<file path="src/rtl/fetch_unit.sv">
// Instruction-fetch stage: owns the PC, drives a variable-latency
// instruction memory and feeds the IF/ID register with hold/redirect.
module fetch_unit #(
    parameter int                 ADDR_W   = 30,
    parameter logic [ADDR_W-1:0]  RESET_PC = '0
) (
    input  logic              i_clk,
    input  logic              i_rst_n,
    input  logic              i_stall,
    input  logic              i_branch_taken,
    input  logic [ADDR_W-1:0] i_branch_target,
    input  logic              i_jump,
    input  logic [ADDR_W-1:0] i_jump_target,
    output logic              o_imem_req,
    output logic [ADDR_W-1:0] o_imem_addr,
    input  logic              i_imem_ready,
    input  logic [31:0]       i_imem_rdata,
    output logic [31:0]       o_instruct_dataF,
    output logic [ADDR_W-1:0] o_add_pc,
    output logic              o_valid,
    output logic              o_clearD
);

    typedef enum logic [1:0] {
        S_IDLE = 2'd0,
        S_REQ  = 2'd1,
        S_HOLD = 2'd2
    } state_e;

    state_e            state_q, state_d;
    logic [ADDR_W-1:0] pc_q, pc_d;
    logic [31:0]       hold_q, hold_d;
    logic              redirect;

    assign redirect    = i_branch_taken | i_jump;
    assign o_imem_addr = pc_q;
    assign o_add_pc    = pc_q + ADDR_W'(1);
    assign o_clearD    = redirect | ~o_valid;

    // State, PC and held-instruction registers with synchronous reset
    always_ff @(posedge i_clk) begin
        if (!i_rst_n) begin
            state_q <= S_IDLE;
            pc_q    <= RESET_PC;
            hold_q  <= '0;
        end else begin
            state_q <= state_d;
            pc_q    <= pc_d;
            hold_q  <= hold_d;
        end
    end

    // Next-state, PC update and IF/ID outputs; redirect overrides all
    always_comb begin
        state_d          = state_q;
        pc_d             = pc_q;
        hold_d           = hold_q;
        o_imem_req       = 1'b0;
        o_valid          = 1'b0;
        o_instruct_dataF = '0;

        unique case (state_q)
            S_IDLE: begin
                state_d = S_REQ;
            end
            S_REQ: begin
                o_imem_req = 1'b1;
                if (i_imem_ready) begin
                    o_valid          = 1'b1;
                    o_instruct_dataF = i_imem_rdata;
                    if (i_stall) begin
                        hold_d  = i_imem_rdata;
                        state_d = S_HOLD;
                    end else begin
                        pc_d = pc_q + ADDR_W'(1);
                    end
                end
            end
            S_HOLD: begin
                o_valid          = 1'b1;
                o_instruct_dataF = hold_q;
                if (!i_stall) begin
                    pc_d    = pc_q + ADDR_W'(1);
                    state_d = S_REQ;
                end
            end
            default: begin
                state_d = S_IDLE;
            end
        endcase

        // Taken branch beats jump; buffered instruction is discarded
        if (redirect) begin
            pc_d    = i_branch_taken ? i_branch_target : i_jump_target;
            state_d = S_REQ;
            hold_d  = '0;
        end
    end

endmodule

</file>
<file path="config.mk">
export PLATFORM = sky130hd
export DESIGN_NAME = fetch_unit
export DESIGN_NICKNAME = d
export VERILOG_FILES = /design/src/rtl/fetch_unit.sv
export SDC_FILE = /design/constraint.sdc
export NUM_CORES = 1
export LEC_CHECK = 0
export CAP_MARGIN = 25
export CORE_UTILIZATION = 38
export CTS_CLUSTER_DIAMETER = 80
export DETAILED_ROUTE_END_ITERATION = 7
export PLACE_DENSITY_LB_ADDON = 0.05
export SLEW_MARGIN = 40
export SYNTH_ARGS = -nofsm -noshare
export SYNTH_HDL_FRONTEND = slang
export SYNTH_SLANG_ARGS = --single-unit
</file>
<file path="constraint.sdc">
create_clock -name i_clk -period 1.8 [get_ports i_clk]
set_input_delay 0.18 -clock i_clk [delete_from_list [all_inputs] [get_ports i_clk]]
set_output_delay 0.18 -clock i_clk [all_outputs]
set_load 0.01 [all_outputs]
</file>
==> results of run 1 <==
==> where the power goes <==
part           internal (mW)  total, mW  leakage [nW]  switching [mW]
clock network          0.783       1.44         0.110           0.660
registers               1.47       1.53         0.533          0.0564
logic                  0.829       1.50          3.06           0.671
total                   3.08       4.47          3.70            1.39
==> cells by family after synthesis <==
kind of cell	Yosys count	synth area share
AO/OA/AOI/OAI	177	0.281
XOR/XNOR	32	0.0662
adder cells (fa/ha/maj)	5	0.0148
buffers and inverters	59	0.0585
flip-flops	64	0.303
multiplexers	7	0.0165
AND/OR/NAND/NOR	206	0.261
==> metrics by stage <==
stage	instance area, um^2	hold slack, ps	TNS (ps)
after floorplan	4240	316	0
after global placement	7090	442	-11170
after detailed placement	7090	447	-13180
after CTS	8240	407	-5230
after global routing	8920	427	-13360
final	8920	427	-8640
==> cell type report <==
class	instances	area [um^2]	share of cell area
Timing Repair Buffer	380	3640	0.408
Multi-Input combinational cell	427	3520	0.395
Sequential cell	64	1330	0.149
Tap cell	140	175	0.0196
Clock buffer	9	124	0.0139
Clock inverter	7	95.1	0.0107
Inverter	11	43.8	0.00491
==> path summary, 6_finish.rpt <==
kind | start | end | cells after the start
worst max-delay path | o_imem_addr[20] | o_add_pc[24] | 7
worst min-delay path | i_imem_rdata[11] | hold_q[11] | 3
worst max register to register | o_imem_addr[20] | o_imem_addr[26] | 7
worst min register to register | hold_q[8] | hold_q[8] | 2
==> critical path, stage by stage, from the launching register on <==
cell and delay, ps:
dfxtp_2 340, nand4_1 270, nor4_4 300, buf_4 240
buf_6 120, nand2_2 60, xnor2_1 210, buf_2 190
==> state kept, by name (all words and copies together), names as in the netlist <==
| register | count |
|---|---|
| hold_q | 32 |
| o_imem_addr | 30 |
| state_q | 2 |
==> cells in the mapped netlist, types with 4 or more instances <==
library cell,number
a222oi_1,4
a221o_1,4
o21ai_0,12
ha_1,5
mux2i_1,7
buf_1,6
o21ai_1,4
dfxtp_1,64
xnor2_1,20
o22ai_1,9
nor2_1,20
a21oi_1,57
clkbuf_1,28
xor2_1,12
nand3_1,19
nor3_1,7
nor3_2,4
inv_1,10
nand4_1,9
a22oi_1,47
nand2_1,89
o211ai_1,5
nor2b_1,35
buf_2,12
==> metal layers <==
metal  up-vias  GRT usage
met1      2899      0.367
met4         0      0.150
li1       2687          -
met5         -          0
met2       383      0.587
met3        98     0.0490
==> timing repair <==
item | 4_1_cts | 5_1_grt
gates resized for setup | 384 | 118
buffers inserted | 48 | 23
cloned | 10 | 3
pin swaps | 48 | 71
setup endpoints to repair | 83 | 112
==> flow_metrics.env, run 1 <==
export IMPL_cp_required_ps=1620
export IMPL_ys_flop_type="dfxtp_1"
export IMPL_fin_ws_ps=-473
export IMPL_grt_pass1_vias=5882
export IMPL_grt_overflow=0
export IMPL_core_area_um2=10800
export IMPL_num_antenna_cells=0
export IMPL_synth_avg_cell_area_um2=7.70
export IMPL_placementRows=38
export IMPL_drive_gt1_frac=0.467
export IMPL_root_buffer="clkbuf_8"
export IMPL_syn_area_um2=4230
export IMPL_cts_made_buffers=9
export IMPL_cts_path_max_buffers=2
export IMPL_wl_met1_um=8140
export IMPL_viasPerCell=5.84
export IMPL_p_leak_nw=3.70
export IMPL_finalCritPeriodShare=1.26
export IMPL_drt_iter0_markers=503
export IMPL_clkTransAtPathRegs_ps=90
export IMPL_drv_slew=0
export IMPL_synthCells=550
export IMPL_layout_cells_non_filler=1038
export IMPL_synth_edf_count=0
export IMPL_synth_seq_cells=64
export IMPL_top_level_ports=193
export IMPL_violations="setup timing"
export IMPL_hold_buffers=0
export IMPL_layout_nets=996
export IMPL_wl_per_cell_um=20.9
export IMPL_synthArstFlopShare=0
export IMPL_synth_distinct_cells=58
export IMPL_clk_insertion_delay_late_ps=360
export IMPL_num_vias=6067
export IMPL_irDropWorstVdd_mv=0.357
export IMPL_max_freq_mhz=440
export IMPL_rsz0062_at_grt="true"
export IMPL_wl_met3_um=1680
export IMPL_drcViolationCount=0
export IMPL_top_layer_used="met4"
export IMPL_htree_num_levels=3
export IMPL_final_hold_violation_count=0
export IMPL_place_inst=949
export IMPL_fin_util=0.823
export IMPL_tightest_slew_ps=422
export IMPL_fill_cells=622
export IMPL_syn_nets=653
export IMPL_power_mw=4.47
export IMPL_crit_type="register to primary output"
export IMPL_final_common_cell="clkdlybuf4s50_1"
export IMPL_ys_warn_count=0
export IMPL_final_cell_mix="129 x clkdlybuf4s50_1, 119 x buf_4, 84 x nand2_1"
export IMPL_yosysSeqAreaShare=0.303
export IMPL_dp_hpwl_um=11600
export IMPL_hp_class="input port to register"
export IMPL_start_kind="register"
export IMPL_post_place_ws_ps=-412
export IMPL_setup_viol=76
export IMPL_ant_nets=0
export IMPL_fp_dieW_um=108
export IMPL_grt_pass1_wl_um=29100
export IMPL_die_height_um=108
export IMPL_slew_headroom=0.719
export IMPL_wl_met2_um=10800
export IMPL_grt_use_total=0.323
export IMPL_crit_arrival_ps=2090
export IMPL_end_kind="primary output"
export IMPL_outcome="complete, but fails checks"
export IMPL_netlist_top_cells_area="dfxtp_1 30%, a22oi_1 8.3%, nand2_1 7.9%"
export IMPL_clock_sinks=64
export IMPL_first_pass_iters=5
export IMPL_finClkSkew_ps=19.3
export IMPL_cts_tree="built"
export IMPL_antenna_found_initial=0
export IMPL_timing_final_crit_period_ps=2270
export IMPL_gp_congestion=0.848
export IMPL_grt_max_degree=33
export IMPL_dieArea_um2=11600
export IMPL_yosys_area_top_type="dfxtp_1"
export IMPL_yosysTopAreaCellShare=0.303
export IMPL_path_max_fanout=6
export IMPL_power_density_nw_per_um2=501
export IMPL_maxCapViolCount=0
export IMPL_start_util=0.391
export IMPL_io_buffers=192
export IMPL_r2r_slack_ps=-90
export IMPL_routed_wl_um=21600
export IMPL_syn2layout_area_growth_pct=111
No activity file was read; power rests on OpenSTA's default activity.
==> inputs of run 2 (changes only) <==
Settings changed: CORE_ASPECT_RATIO set to 0.6.
==> flow_metrics.env, run 2 (same netlist as run 1, synthesis figures left out) <==
export IMPL_start_kind="register"
export IMPL_start_util=0.396
export IMPL_whs_path_depth=3
export IMPL_syn2layout_area_growth_pct=111
export IMPL_crit_type="register to primary output"
export IMPL_num_vias=6238
export IMPL_outcome="complete, but fails checks"
export IMPL_violations="DRC, setup timing"
export IMPL_htree_num_levels=3
export IMPL_end_kind="primary output"
export IMPL_crit_arrival_ps=1990
export IMPL_rsz0062_at_grt="true"
export IMPL_clock_sinks=64
export IMPL_drive_gt1_frac=0.469
export IMPL_first_pass_iters=8
export IMPL_r2r_start="state_q[1]"
export IMPL_io_buffers=192
export IMPL_clk_insertion_delay_late_ps=340
export IMPL_cp_required_ps=1620
export IMPL_max_freq_mhz=462
export IMPL_antenna_found_initial=0
export IMPL_cts_path_max_buffers=2
export IMPL_r2r_slack_ps=-120
export IMPL_drv_slew=0
export IMPL_tightest_slew_ps=448
export IMPL_viasPerCell=6.07
export IMPL_wl_per_cell_um=22.7
export IMPL_grt_pass1_vias=5498
export IMPL_grt_pass1_wl_um=29000
export IMPL_ant_nets=0
export IMPL_placementRows=29
export IMPL_grt_max_degree=33
export IMPL_setup_viol=81
export IMPL_num_antenna_cells=0
export IMPL_layout_nets=987
export IMPL_hold_buffers=0
export IMPL_p_leak_nw=3.76
export IMPL_grt_use_total=0.319
export IMPL_finalCritPeriodShare=1.20
export IMPL_fin_util=0.835
export IMPL_cts_made_buffers=9
export IMPL_post_place_ws_ps=-426
export IMPL_cts_tree="built"
export IMPL_gp_congestion=0.904
export IMPL_slew_headroom=0.700
export IMPL_root_buffer="clkbuf_16"
export IMPL_irDropWorstVdd_mv=0.548
export IMPL_power_density_nw_per_um2=559
export IMPL_grt_overflow=0
export IMPL_top_register="hold_q"
export IMPL_drt_iter0_markers=658
export IMPL_final_hold_violation_count=0
export IMPL_clkTransAtPathRegs_ps=60
export IMPL_path_max_fanout=6
export IMPL_rr_worst_depth=11
export IMPL_r2r_end="o_imem_addr[27]"
export IMPL_routed_wl_um=23300
export IMPL_place_area_um2=7090
export IMPL_core_area_um2=10700
export IMPL_finClkSkew_ps=7.28
export IMPL_final_common_cell="clkdlybuf4s50_1"
export IMPL_fin_ws_ps=-366
export IMPL_drcViolationCount=22
export IMPL_dp_hpwl_um=12500
export IMPL_maxCapViolCount=0
export IMPL_top_level_ports=193
export IMPL_hp_class="input port to register"
export IMPL_dieArea_um2=11600
export IMPL_timing_final_crit_period_ps=2170
export IMPL_largest_reg_flops=32
export IMPL_fp_dieW_um=138
export IMPL_die_height_um=83.8
export IMPL_min_to="o_imem_addr[0]"
export IMPL_final_cell_mix="129 x clkdlybuf4s50_1, 115 x buf_4, 82 x nand2_1"
export IMPL_hp_start="i_branch_target[0]"
export IMPL_fin_area_um2=8940
-- run 2: cell type report --
class,count,area (um^2)
clock buffers,11,243
clock inverters,5,80.1
fillers,539,1760
inverters,11,41.3
multi-input cells,427,3550
flip-flops and latches,64,1320
well taps,139,174
repair buffers,371,3530
-- run 2: what timing repair did --
action | 4_1_cts | 5_1_grt
pin swaps | 36 | 76
gates resized for setup | 352 | 154
gates cloned | 5 | 7
setup endpoints to repair | 92 | 85
buffers inserted | 29 | 36
-- run 2: worst max-delay path: stages (launching register included) --
cell	delay (ps)
dfxtp_2	360
nand4_4	130
nor4_4	340
buf_6	200
nand4_1	200
xnor2_1	240
buf_2	180
-- run 2: how the worst max path moves through the flow --
| stage | from | to | slack [ps] |
|---|---|---|---|
| 3_5_place_dp | o_imem_addr[7] | o_add_pc[15] | -430 |
| 5_1_grt | o_imem_addr[9] | o_add_pc[26] | -390 |
| 6_report | o_imem_addr[12] | o_add_pc[26] | -370 |
| 2_1_floorplan | state_q[1] | o_imem_addr[10] | 4 |
| 4_1_cts | o_imem_addr[0] | o_add_pc[28] | -200 |
| 3_3_place_gp | o_imem_addr[7] | o_add_pc[15] | -400 |
-- run 2: stage by stage --
stage	power (mW)	TNS, ps	hold slack, ps	cells
global placement	2.75	-12330	442	944
floorplan	2.01	0	316	550
CTS	4.71	-3080	419	993
finish	5.00	-8980	435	1028
detailed placement	2.77	-14520	450	944
global route	5.11	-12430	449	1028
-- run 2: per-layer routing --
layer,vias up,global-route usage,share of wire
met4,0,0.0899,0.042
met2,497,0.499,0.45
met3,107,0.0694,0.11
met1,2966,0.440,0.39
met5,-,0,0
li1,2668,-,-
-- run 2: power by group --
group,switching (mW),internal (mW)
clock,0.691,1.25
sequential,0.0583,1.48
combinational,0.710,0.816
==> inputs of run 3 (changes only) <==
Settings changed: CORE_UTILIZATION 38 to 42, SETUP_SLACK_MARGIN set to 0.5.
Clock period 1.8 ns to 2.1 ns, I/O delays scaled along.
==> flow_metrics.env, run 3 <==
export IMPL_syn_area_um2=4230
export IMPL_worstEndpointType="output port"
export IMPL_root_buffer="clkbuf_16"
export IMPL_die_height_um=79.8
export IMPL_synth_most_common_cell="nand2_1"
export IMPL_netlist_top_cells_area="dfxtp_1 30%, a22oi_1 8.3%, nand2_1 7.9%"
export IMPL_placementRows=27
export IMPL_outcome="aborted with a tool error"
export IMPL_synthCells=550
export IMPL_hold_buffers=0
export IMPL_synth_edf_count=0
export IMPL_synth_common_cells="89 x nand2_1, 64 x dfxtp_1, 57 x a21oi_1"
export IMPL_ys_flop_type="dfxtp_1"
export IMPL_synthArstFlopShare=0
export IMPL_fp_dieW_um=132
export IMPL_ys_warn_count=0
export IMPL_post_place_ws_ps=-45.8
export IMPL_clock_sinks=64
export IMPL_start_util=0.448
export IMPL_top_level_ports=193
export IMPL_worstEndpointGrtRepair="o_add_pc[26]"
export IMPL_io_buffers=192
export IMPL_syn_nets=653
export IMPL_yosysTopAreaCellShare=0.303
export IMPL_yosys_area_top_type="dfxtp_1"
export IMPL_grt_max_degree=33
export IMPL_synth_avg_cell_area_um2=7.70
export IMPL_synth_seq_cells=64
export IMPL_cts_path_max_buffers=2
export IMPL_dp_hpwl_um=12000
export IMPL_yosysSeqAreaShare=0.303
export IMPL_cts_made_buffers=9
export IMPL_htree_num_levels=3
export IMPL_haltStage="global routing"
export IMPL_synth_distinct_cells=58
export IMPL_place_area_um2=7000
export IMPL_gp_congestion=0.920
export IMPL_error="[ERROR DPL-0038] Utilization greater than 100%, impossible to legalize"
run 3: cell counts after synthesis:
Identical to the previous run, type by type.
run 3: timing repair:
action,4_1_cts
buffers inserted,86
gates resized for setup,474
gates cloned,13
endpoints found under the setup margin,126
pin swaps,88
run 3: logic make-up after synthesis:
logic type | Yosys count | synth area share
adders and majority gates | 5 | 0.0148
buffers and inverters | 59 | 0.0585
DFF | 64 | 0.303
AOI/OAI and AO/OA | 177 | 0.281
xor gates and xnor gates | 32 | 0.0662
muxes | 7 | 0.0165
and+or+nand+nor | 206 | 0.261
run 3: through the flow:
step                      cells  hold slack [ps]
after detailed placement    903              445
after CTS                  1018              430
after floorplan             550              344
after global placement      903              442
